[src/rtl/tap_mac_sequencer_if.sv]
// Bus bundle between the tap MAC sequencer and its environment (sample stream,
// delay-line hookup, coefficient port, result and error flags).
interface tap_mac_sequencer_if #(
   parameter int DATA_W   = 16,
   parameter int NUM_TAPS = 8
);
   logic                       sample_valid;
   logic [DATA_W-1:0]          sample_in;
   logic                       shift_en;
   logic [DATA_W-1:0]          shift_data;
   logic [DATA_W*NUM_TAPS-1:0] taps_in;
   logic                       coef_we;
   logic [2:0]                 coef_addr;
   logic [DATA_W-1:0]          coef_data;
   logic                       busy;
   logic                       out_valid;
   logic [DATA_W-1:0]          out_sample;
   logic [1:0]                 err;
   logic                       err_clr;

   modport master (
      output sample_valid, sample_in, taps_in, coef_we, coef_addr, coef_data, err_clr,
      input  shift_en, shift_data, busy, out_valid, out_sample, err
   );

   modport slave (
      input  sample_valid, sample_in, taps_in, coef_we, coef_addr, coef_data, err_clr,
      output shift_en, shift_data, busy, out_valid, out_sample, err
   );
endinterface

[src/rtl/tap_mac_sequencer.sv]
// Sequences one sample through an external tapped delay line and a serial
// multiply-accumulate over NUM_TAPS Q1.15 coefficients, one tap per cycle.
//
// state  | meaning
// IDLE   | waiting for sample_valid; coefficient writes accepted
// SHIFT  | shift_en to the delay line with the captured sample
// SETTLE | delay-line taps update; accumulator and tap index cleared
// MAC    | acc += tap_k * coef_k, k = 0..NUM_TAPS-1
// OUT    | out_valid strobe; out_sample holds the saturated result
module tap_mac_sequencer #(
   parameter int DATA_W   = 16,
   parameter int NUM_TAPS = 8,
   parameter int ACC_W    = 35
) (
   input logic               clock,
   input logic               reset_n,
   tap_mac_sequencer_if.slave bus
);
   localparam int K_W    = (NUM_TAPS > 1) ? $clog2(NUM_TAPS) : 1;
   localparam int PROD_W = 2 * DATA_W;
   localparam int FRAC_W = 15;

   localparam logic signed [ACC_W-1:0] SAT_MAX = {{(ACC_W-DATA_W+1){1'b0}}, {(DATA_W-1){1'b1}}};
   localparam logic signed [ACC_W-1:0] SAT_MIN = {{(ACC_W-DATA_W+1){1'b1}}, {(DATA_W-1){1'b0}}};

   typedef enum logic [2:0] {
      IDLE,
      SHIFT,
      SETTLE,
      MAC,
      OUT
   } state_t;

   state_t                   state;
   state_t                   state_nxt;
   logic [K_W-1:0]           k;
   logic signed [ACC_W-1:0]  acc;
   logic signed [DATA_W-1:0] coef [NUM_TAPS];
   logic [DATA_W-1:0]        shift_data_q;
   logic [DATA_W-1:0]        out_sample_q;
   logic [1:0]               err_q;

   logic                     busy;
   logic                     last_tap;
   logic                     coef_addr_ok;
   logic                     overrun;
   logic                     coef_drop;
   logic signed [DATA_W-1:0] tap_sel;
   logic signed [DATA_W-1:0] coef_sel;
   logic signed [PROD_W-1:0] prod;
   logic signed [ACC_W-1:0]  acc_sum;
   logic signed [ACC_W-1:0]  acc_shr;
   logic [DATA_W-1:0]        sat_val;

   assign busy         = (state != IDLE);
   assign last_tap     = (k == K_W'(NUM_TAPS - 1));
   assign coef_addr_ok = (int'(bus.coef_addr) < NUM_TAPS);
   assign overrun      = bus.sample_valid && busy;
   assign coef_drop    = bus.coef_we && busy && coef_addr_ok;

   assign bus.busy       = busy;
   assign bus.shift_en   = (state == SHIFT);
   assign bus.out_valid  = (state == OUT);
   assign bus.shift_data = shift_data_q;
   assign bus.out_sample = out_sample_q;
   assign bus.err        = err_q;

   always_ff @(posedge clock or negedge reset_n) begin
      if (!reset_n) state <= IDLE;
      else          state <= state_nxt;
   end

   always_comb begin
      state_nxt = state;
      case (state)
         IDLE:    if (bus.sample_valid) state_nxt = SHIFT;
         SHIFT:   state_nxt = SETTLE;
         SETTLE:  state_nxt = MAC;
         MAC:     if (last_tap) state_nxt = OUT;
         OUT:     state_nxt = IDLE;
         default: state_nxt = IDLE;
      endcase
   end

   always_comb begin
      tap_sel  = '0;
      coef_sel = '0;
      for (int i = 0; i < NUM_TAPS; i++) begin
         if (k == K_W'(i)) begin
            tap_sel  = $signed(bus.taps_in[DATA_W*i +: DATA_W]);
            coef_sel = coef[i];
         end
      end
   end

   // Full-width signed product, sign-extended into the accumulator; the
   // accumulator is sized so it cannot wrap, saturation happens only on output.
   assign prod    = tap_sel * coef_sel;
   assign acc_sum = acc + {{(ACC_W-PROD_W){prod[PROD_W-1]}}, prod};
   assign acc_shr = acc_sum >>> FRAC_W;

   always_comb begin
      if (acc_shr > SAT_MAX)      sat_val = {1'b0, {(DATA_W-1){1'b1}}};
      else if (acc_shr < SAT_MIN) sat_val = {1'b1, {(DATA_W-1){1'b0}}};
      else                        sat_val = acc_shr[DATA_W-1:0];
   end

   always_ff @(posedge clock or negedge reset_n) begin
      if (!reset_n) begin
         shift_data_q <= '0;
         out_sample_q <= '0;
         acc          <= '0;
         k            <= '0;
         err_q        <= '0;
         for (int i = 0; i < NUM_TAPS; i++)
            coef[i] <= (i == 0) ? {1'b0, {(DATA_W-1){1'b1}}} : '0;
      end else begin
         if ((state == IDLE) && bus.sample_valid) shift_data_q <= bus.sample_in;

         case (state)
            SETTLE: begin
               acc <= '0;
               k   <= '0;
            end
            MAC: begin
               acc <= acc_sum;
               k   <= k + 1'b1;
               if (last_tap) out_sample_q <= sat_val;
            end
            default: ;
         endcase

         // A new error event wins over a simultaneous clear.
         err_q <= (err_q & ~{2{bus.err_clr}}) | {coef_drop, overrun};

         if (bus.coef_we && !busy) begin
            for (int i = 0; i < NUM_TAPS; i++)
               if (bus.coef_addr == 3'(i)) coef[i] <= bus.coef_data;
         end
      end
   end
endmodule

[src/flat_wrapper.sv]
// flat-port wrapper written by rule: the top's interface ports become plain ports
module tap_mac_sequencer_flat 
#(
   parameter int DATA_W   = 16,
   parameter int NUM_TAPS = 8,
   parameter int ACC_W    = 35
)
  (clock, reset_n, bus_sample_valid, bus_sample_in, bus_taps_in, bus_coef_we, bus_coef_addr, bus_coef_data, bus_err_clr, bus_shift_en, bus_shift_data, bus_busy, bus_out_valid, bus_out_sample, bus_err);
  tap_mac_sequencer_if #(.DATA_W(DATA_W), .NUM_TAPS(NUM_TAPS)) bus_i ();
  input logic clock;
  input logic reset_n;
  input wire logic [$bits(bus_i.sample_valid)-1:0] bus_sample_valid;
  input wire logic [$bits(bus_i.sample_in)-1:0] bus_sample_in;
  input wire logic [$bits(bus_i.taps_in)-1:0] bus_taps_in;
  input wire logic [$bits(bus_i.coef_we)-1:0] bus_coef_we;
  input wire logic [$bits(bus_i.coef_addr)-1:0] bus_coef_addr;
  input wire logic [$bits(bus_i.coef_data)-1:0] bus_coef_data;
  input wire logic [$bits(bus_i.err_clr)-1:0] bus_err_clr;
  output wire logic [$bits(bus_i.shift_en)-1:0] bus_shift_en;
  output wire logic [$bits(bus_i.shift_data)-1:0] bus_shift_data;
  output wire logic [$bits(bus_i.busy)-1:0] bus_busy;
  output wire logic [$bits(bus_i.out_valid)-1:0] bus_out_valid;
  output wire logic [$bits(bus_i.out_sample)-1:0] bus_out_sample;
  output wire logic [$bits(bus_i.err)-1:0] bus_err;
  assign bus_i.sample_valid = bus_sample_valid;
  assign bus_i.sample_in = bus_sample_in;
  assign bus_i.taps_in = bus_taps_in;
  assign bus_i.coef_we = bus_coef_we;
  assign bus_i.coef_addr = bus_coef_addr;
  assign bus_i.coef_data = bus_coef_data;
  assign bus_i.err_clr = bus_err_clr;
  assign bus_shift_en = bus_i.shift_en;
  assign bus_shift_data = bus_i.shift_data;
  assign bus_busy = bus_i.busy;
  assign bus_out_valid = bus_i.out_valid;
  assign bus_out_sample = bus_i.out_sample;
  assign bus_err = bus_i.err;
  tap_mac_sequencer #(.DATA_W(DATA_W), .NUM_TAPS(NUM_TAPS), .ACC_W(ACC_W)) u_core (.clock(clock), .reset_n(reset_n), .bus(bus_i));
endmodule
[config.mk]
export PLATFORM = sky130hd
export DESIGN_NAME = tap_mac_sequencer_flat
export DESIGN_NICKNAME = d
export VERILOG_FILES = /design/src/rtl/tap_mac_sequencer_if.sv /design/src/rtl/tap_mac_sequencer.sv /design/src/flat_wrapper.sv
export SDC_FILE = /design/constraint.sdc
export NUM_CORES = 1
export LEC_CHECK = 0
export ABC_CLOCK_PERIOD_IN_PS = 16000
export CELL_PAD_IN_SITES_DETAIL_PLACEMENT = 0
export CELL_PAD_IN_SITES_GLOBAL_PLACEMENT = 2
export CORE_MARGIN = 2
export CORE_UTILIZATION = 35
export CTS_BUF_LIST = sky130_fd_sc_hd__clkbuf_4 sky130_fd_sc_hd__clkbuf_8
export CTS_CLUSTER_SIZE = 12
export DETAILED_ROUTE_END_ITERATION = 10
export MAX_ROUTING_LAYER = met4
export PLACE_DENSITY = 0.81
export SLEW_MARGIN = 20
export SYNTH_ARGS = -nofsm -noshare
export SYNTH_HDL_FRONTEND = slang
export SYNTH_SLANG_ARGS = --single-unit
[constraint.sdc]
create_clock -name clock -period 16 [get_ports clock]
set_input_delay 4.8 -clock clock [delete_from_list [all_inputs] [get_ports clock]]
set_output_delay 4.8 -clock clock [all_outputs]
set_load 0.02 [all_outputs]
==> out/qor.yml, run 1 <==
fp.coreArea_um2: 59240
cts_post_setup_buffers_inserted: 0
slew_limit_fails: 0
top_layer: "met4"
synth-async-reset-ratio: 1.000
global_route_congestion_overflow_total: 0
synth-edff-count: 0
seq_area_frac_synth: 0.2418
worstSetupEndpointType: "flip-flop"
cts_max_level: 2
cell_count_of_the_worst_hold_path: 2
layout_cells_sized_above_1: 0.1349
worst_hold_path.endpoint: "u_core.acc[2]"
grt_max_degree: 93
critPathMaxFanout: 17
period_needed_ns: 14.99
final_min_period_over_clock_period: 0.9368
synthesis.instances: 2199
die_area_um2: 62240
floorplan.die.height_um: 249.5
design.portCount: 205
fin_worst_skew_ns: 0.04224
routed_wire_length_per_instance_um: 19.11
drt-initial-drc-count: 1010
transition_time_of_the_tightest_slew_check_pin_ns: 1.140
min-delay-start: "u_core.acc[2]"
first_global_vias: 17360
grt_first_pass_wirelength_um: 96630
layout.nets: 2941
biggest_cell_delay_along_the_critical_path_ns: 0.80
viasPerCell: 5.186
finalWeightedCongestion: 0.8770
cp_data_required_time_ns: 16.55
dr_wl_met3_um: 2465
synth_top_flop_cell: "sky130_fd_sc_hd__dfrtp_1"
clk_pin_slew_worst_paths_ns: 0.06
crit-reg2reg-capture: "u_core.bus.out_sample[0]"
cts_repair_resize_count: 0
worstHoldPathType: "flip-flop to flip-flop"
tritoncts_clock_tree: "built"
syn2layout_area_growth_pct: 18.32
rows: 89
route.met2.wl_um: 30090
final_common_cell: "sky130_fd_sc_hd__inv_1"
met1Wirelength_um: 27030
synth.yosys.warnings: 0
layout.filler_cells: 5857
syn_avg_cell_area_um2: 9.591
synth_nets: 2755
syn-cell-area_um2: 21090
wirelength_um: 60990
rr_worst_depth: 46
port_buffers: 204
setup.worst_path.class: "input port to flip-flop"
crit_slowest_cell: "sky130_fd_sc_hd__a21oi_1"
via_count: 16550
crit-reg2reg-launch: "u_core.k[0]"
yosysUniqueCellTypes: 77
yosys_register_bits: 203
max-clock-path-buffers: 3
track_usage: 0.2020
outcome: "complete, no violations"
r2r_setup_slack_ns: 4.25
start_util: 0.3560
fmax_mhz: 66.72
die_width_um: 249.5
final_cell_mix: "sky130_fd_sc_hd__inv_1 (320), sky130_fd_sc_hd__fa_1 (263), sky130_fd_sc_hd__nand2_1 (221), sky130_fd_sc_hd__nor2_1 (208), sky130_fd_sc_hd__clkdlybuf4s50_1 (203)"
setup-violations-final: 0
antenna_violating_nets_post_route: 0
clk_latency_ns: 0.61
hold_viol_final: 0
clock_sinks: 203
detailed_place_hpwl_um: 46650
cts_root_buffer: "sky130_fd_sc_hd__clkbuf_8"
antenna_found_initial: 2
length_of_the_first_detailed_routing_pass_in_iterations: 5
critPathArrivalTime_ns: 15.54
tns_ns: 0
slew_headroom: 0.2400
cts_made_buffers: 41
rsz0062_at_grt: "no"
maxCapViolCount: 0
post-route-drc-count: 0
cts-hold-fix-buffers: 0
worst_setup_path_start_kind: "input port"
==> critical path: cells and delay by family <==
| family | cells | cell delay (ns) |
|---|---|---|
| buf+inv | 5 | 0.64 |
| compound gates | 21 | 4.87 |
| fa+ha+maj | 8 | 3.73 |
| xor+xnor | 2 | 0.58 |
| simple gates | 7 | 0.90 |
==> cell usage after synthesis (5+ instances only) <==
cell type | count | area (um2)
sky130_fd_sc_hd__nand3_1 | 11 | 55.05
sky130_fd_sc_hd__dfstp_2 | 15 | 394.1
sky130_fd_sc_hd__inv_1 | 320 | 1201
sky130_fd_sc_hd__o21bai_1 | 7 | 52.55
sky130_fd_sc_hd__or2_2 | 12 | 75.07
sky130_fd_sc_hd__xnor2_1 | 46 | 402.9
sky130_fd_sc_hd__nand2_1 | 222 | 833.3
sky130_fd_sc_hd__nand2b_1 | 22 | 137.6
sky130_fd_sc_hd__a21o_1 | 43 | 322.8
sky130_fd_sc_hd__clkbuf_1 | 90 | 337.8
sky130_fd_sc_hd__a221oi_1 | 32 | 280.3
sky130_fd_sc_hd__o311ai_0 | 32 | 280.3
sky130_fd_sc_hd__a211oi_1 | 6 | 45.04
sky130_fd_sc_hd__nor2_1 | 208 | 780.8
sky130_fd_sc_hd__o22a_1 | 11 | 96.34
sky130_fd_sc_hd__buf_1 | 8 | 30.03
sky130_fd_sc_hd__mux2_2 | 145 | 1633
sky130_fd_sc_hd__xor2_1 | 18 | 157.7
sky130_fd_sc_hd__and2_1 | 5 | 31.28
sky130_fd_sc_hd__fa_1 | 263 | 5265
sky130_fd_sc_hd__o21a_1 | 5 | 37.54
sky130_fd_sc_hd__a21boi_0 | 12 | 90.09
sky130_fd_sc_hd__nor3_1 | 8 | 40.04
sky130_fd_sc_hd__dfrtp_1 | 188 | 4705
sky130_fd_sc_hd__a21boi_1 | 5 | 37.54
sky130_fd_sc_hd__ha_1 | 125 | 1564
sky130_fd_sc_hd__o211ai_1 | 35 | 262.8
sky130_fd_sc_hd__a31oi_1 | 6 | 37.54
sky130_fd_sc_hd__o21ai_0 | 110 | 550.5
sky130_fd_sc_hd__a21oi_1 | 83 | 415.4
sky130_fd_sc_hd__nor2b_1 | 8 | 50.05
sky130_fd_sc_hd__a22o_1 | 17 | 148.9
==> per-layer routing <==
layer	vias up	GRT usage
met5	-	-
met4	0	0.05232
met3	86	0.02493
met2	346	0.3319
met1	8464	0.2649
li1	7654	-
==> stage by stage <==
stage | instances | cell area, um2 | worst slack (ns) | utilization | hold slack (ns)
after global placement | 3113 | 24070 | 0.7053 | 0.4062 | 0.4700
after detailed placement | 3114 | 24080 | 0.5450 | 0.4064 | 0.4734
after floorplan | 2199 | 21090 | 2.387 | - | 0.4498
after global routing | 3191 | 24950 | 0.2609 | 0.4212 | 0.5065
final | 3191 | 24950 | 1.012 | 0.4212 | 0.4852
after CTS | 3188 | 24940 | 1.181 | 0.4209 | 0.4848
==> cell type report <==
cell class	instances	area, um2	area share
clock inverters	8	65.06	0.002607
well taps	773	967.2	0.03876
multi-input cells	1572	14450	0.5790
diodes	2	5.005	0.0002006
repair buffers	246	2369	0.09492
clock buffers	66	795.8	0.03189
flip-flops and latches	203	5099	0.2043
inverters	321	1205	0.04829
==> state kept, by name, indices dropped and copies added, names as in the netlist <==
| name | flops |
|---|---|
| u_core.k | 3 |
| u_core.bus.err | 2 |
| u_core.state | 3 |
| u_core.bus.shift_data | 16 |
| u_core.coef | 128 |
| u_core.bus.out_sample | 16 |
| u_core.acc | 35 |
==> logic make-up after synthesis <==
kind of cell | synth area share
AOI/OAI and AO/OA | 0.1455
xor gates and xnor gates | 0.02848
adders and majority gates | 0.3238
buffers and inverters | 0.07647
DFF | 0.2418
muxes | 0.07837
and+or+nand+nor | 0.1057
==> worst max path at each step <==
stage | slack, ns | from | end
final | 1.01 | bus_taps_in[8] | u_core.bus.out_sample[0]
after global routing | 0.26 | bus_taps_in[24] | u_core.bus.out_sample[0]
after CTS | 1.18 | bus_taps_in[8] | u_core.bus.out_sample[0]
after detailed placement | 0.55 | bus_taps_in[8] | u_core.bus.out_sample[0]
after global placement | 0.71 | bus_taps_in[8] | u_core.bus.out_sample[1]
after floorplan | 2.39 | bus_taps_in[27] | u_core.bus.out_sample[5]
Power of run 1 is left out: the tool's default activity adds up to more than one toggle a clock period on the data nets, which glitch-free logic cannot reach.
==> inputs of run 2 (changes only) <==
Settings changed: ABC_CLOCK_PERIOD_IN_PS 16000 to unset.
==> results of run 2 <==
The final DEF is identical to that of run 1; final timing and power are the same.
Power of run 2 is left out for the same reason.
==> inputs of run 3 (changes only) <==
Settings changed: SLEW_MARGIN 20 to unset.
==> out/qor.yml, run 3 (synthesis gave the netlist of run 1 again) <==
outcome: "complete, no violations"
r2r_setup_slack_ns: 4.36  # +0.11 ns
die_area_um2: 62240  # unchanged
rr_worst_depth: 46  # unchanged
dpl_worst_slack_ns: 0.5789  # +0.03388 ns
drt-initial-drc-count: 830  # -18%
clk_pin_slew_worst_paths_ns: 0.06  # about the same
worst_setup_path_start_kind: "input port"
slew_headroom: 0.1899  # -0.05017
cp_data_required_time_ns: 16.55  # about the same
min-delay-start: "u_core.acc[4]"
routed_wire_length_per_instance_um: 19.12  # about the same
setup-violations-final: 0  # unchanged
period_needed_ns: 14.88  # -0.1104 ns
first_global_vias: 17280  # -0.47%
transition_time_of_the_tightest_slew_check_pin_ns: 1.212  # +0.07159 ns
grt_first_pass_wirelength_um: 96320  # -0.32%
rsz0062_at_grt: "no"
fp.coreArea_um2: 59240  # unchanged
critPathMaxFanout: 17  # unchanged
cts_root_buffer: "sky130_fd_sc_hd__clkbuf_8"
worst_hold_path.endpoint: "u_core.acc[4]"
tritoncts_clock_tree: "built"
cell_count_post_placement: 3113  # -0.032%
max_flop_register: "u_core.coef"
slew_limit_fails: 0  # unchanged
clk_latency_ns: 0.61  # about the same
design.portCount: 205  # unchanged
largest_register_ff_count: 128  # unchanged
floorplan.die.height_um: 249.5  # unchanged
viasPerCell: 5.199  # +0.25%
cts_repair_resize_count: 0  # unchanged
syn2layout_area_growth_pct: 18.49
finalWeightedCongestion: 0.8770  # unchanged
critical_path.n_buffers_inverters: 5  # unchanged
cell_count_of_the_worst_hold_path: 1  # -1
rows: 89  # unchanged
wirelength_um: 60960  # about the same
fin_area_um2: 24990  # +0.14%
crit-reg2reg-capture: "u_core.bus.out_sample[0]"
detailed_place_hpwl_um: 46620  # about the same
layout.nets: 2939  # -0.068%
final_common_cell: "sky130_fd_sc_hd__inv_1"
worstSetupEndpointType: "flip-flop"
antenna_found_initial: 4  # +2
die_width_um: 249.5  # unchanged
maxCapViolCount: 0  # unchanged
grt_max_degree: 93  # unchanged
length_of_the_first_detailed_routing_pass_in_iterations: 5  # unchanged
tns_ns: 0  # unchanged
final_cell_mix: "sky130_fd_sc_hd__inv_1 (320), sky130_fd_sc_hd__fa_1 (263), sky130_fd_sc_hd__nand2_1 (221), sky130_fd_sc_hd__nor2_1 (208), sky130_fd_sc_hd__clkdlybuf4s50_1 (203)"
cts_post_setup_buffers_inserted: 0  # unchanged
fin_worst_skew_ns: 0.05290  # +0.01065 ns
critPathArrivalTime_ns: 15.43  # -0.11 ns
crit-reg2reg-launch: "u_core.k[0]"
placedInstanceArea_um2: 24070  # about the same
global_route_congestion_overflow_total: 0  # unchanged
via_count: 16580  # +0.15%
track_usage: 0.2019  # about the same
largest_registers: "u_core.coef x128, u_core.acc x35"
worstHoldPathType: "flip-flop to flip-flop"
finalWorstSetupSlack_ns: 1.122  # +0.1104 ns
clock_sinks: 203  # unchanged
cts_max_level: 2  # unchanged
cts_made_buffers: 41  # unchanged
final_min_period_over_clock_period: 0.9299  # -0.006903
hold_viol_final: 0  # unchanged
post-route-drc-count: 0  # unchanged
start_util: 0.3560  # unchanged
fmax_mhz: 67.21  # +0.74%
port_buffers: 204  # unchanged
biggest_cell_delay_along_the_critical_path_ns: 0.79  # about the same
setup.worst_path.class: "input port to flip-flop"
cts-hold-fix-buffers: 0  # unchanged
layout_cells_sized_above_1: 0.1335  # -0.001435
crit_slowest_cell: "sky130_fd_sc_hd__a21oi_1"
layout.filler_cells: 5865  # +0.14%
post_layout_nonfiller_instances: 3188  # -0.094%
max-clock-path-buffers: 3  # unchanged
path_delay_family: "compound AO/OA/AOI/OAI gates"
antenna_violating_nets_post_route: 0  # unchanged
[run 3: worst max-delay path by stage]
| stage | start | to | slack [ns] | depth (start not counted) |
|---|---|---|---|---|
| 5_1_grt | bus_taps_in[24] | u_core.bus.out_sample[9] | 0.34 | 43 |
| 3_5_place_dp | bus_taps_in[8] | u_core.bus.out_sample[0] | 0.58 | 43 |
| 4_1_cts | bus_taps_in[8] | u_core.bus.out_sample[9] | 1.21 | 43 |
| 2_1_floorplan | bus_taps_in[27] | u_core.bus.out_sample[5] | 2.39 | 43 |
| 6_report | bus_taps_in[24] | u_core.bus.out_sample[0] | 1.12 | 43 |
| 3_3_place_gp | bus_taps_in[8] | u_core.bus.out_sample[1] | 0.71 | 43 |
[run 3: cell type report]
| type | instances | area (um2) | share of cell area |
|---|---|---|---|
| clock inverters | 9 | 92.59 | 0.003705 |
| well taps | 773 | 967.2 | 0.03870 |
| repair buffers | 244 | 2346 | 0.09388 |
| inverters | 321 | 1205 | 0.04822 |
| multi-input cells | 1572 | 14450 | 0.5782 |
| flip-flops and latches | 203 | 5099 | 0.2040 |
| clock buffers | 63 | 823.3 | 0.03295 |
| diodes | 3 | 7.507 | 0.0003004 |
[run 3: metrics by stage]
stage | hold slack [ns] | utilization
3_5_place_dp | 0.4739 | 0.4062
4_1_cts | 0.4877 | 0.4217
5_1_grt | 0.5052 | 0.4218
3_3_place_gp | 0.4700 | 0.4062
2_1_floorplan | 0.4498 | -
6_report | 0.4834 | 0.4218
[run 3: layer usage]
layer,global-route usage,up-vias,routed length (um)
met4,0.05336,0,1501
met3,0.02743,89,2710
met5,-,-,0
met1,0.2620,8471,26450
li1,-,7649,-
met2,0.3326,366,30300
Power of run 3 is left out for the same reason.
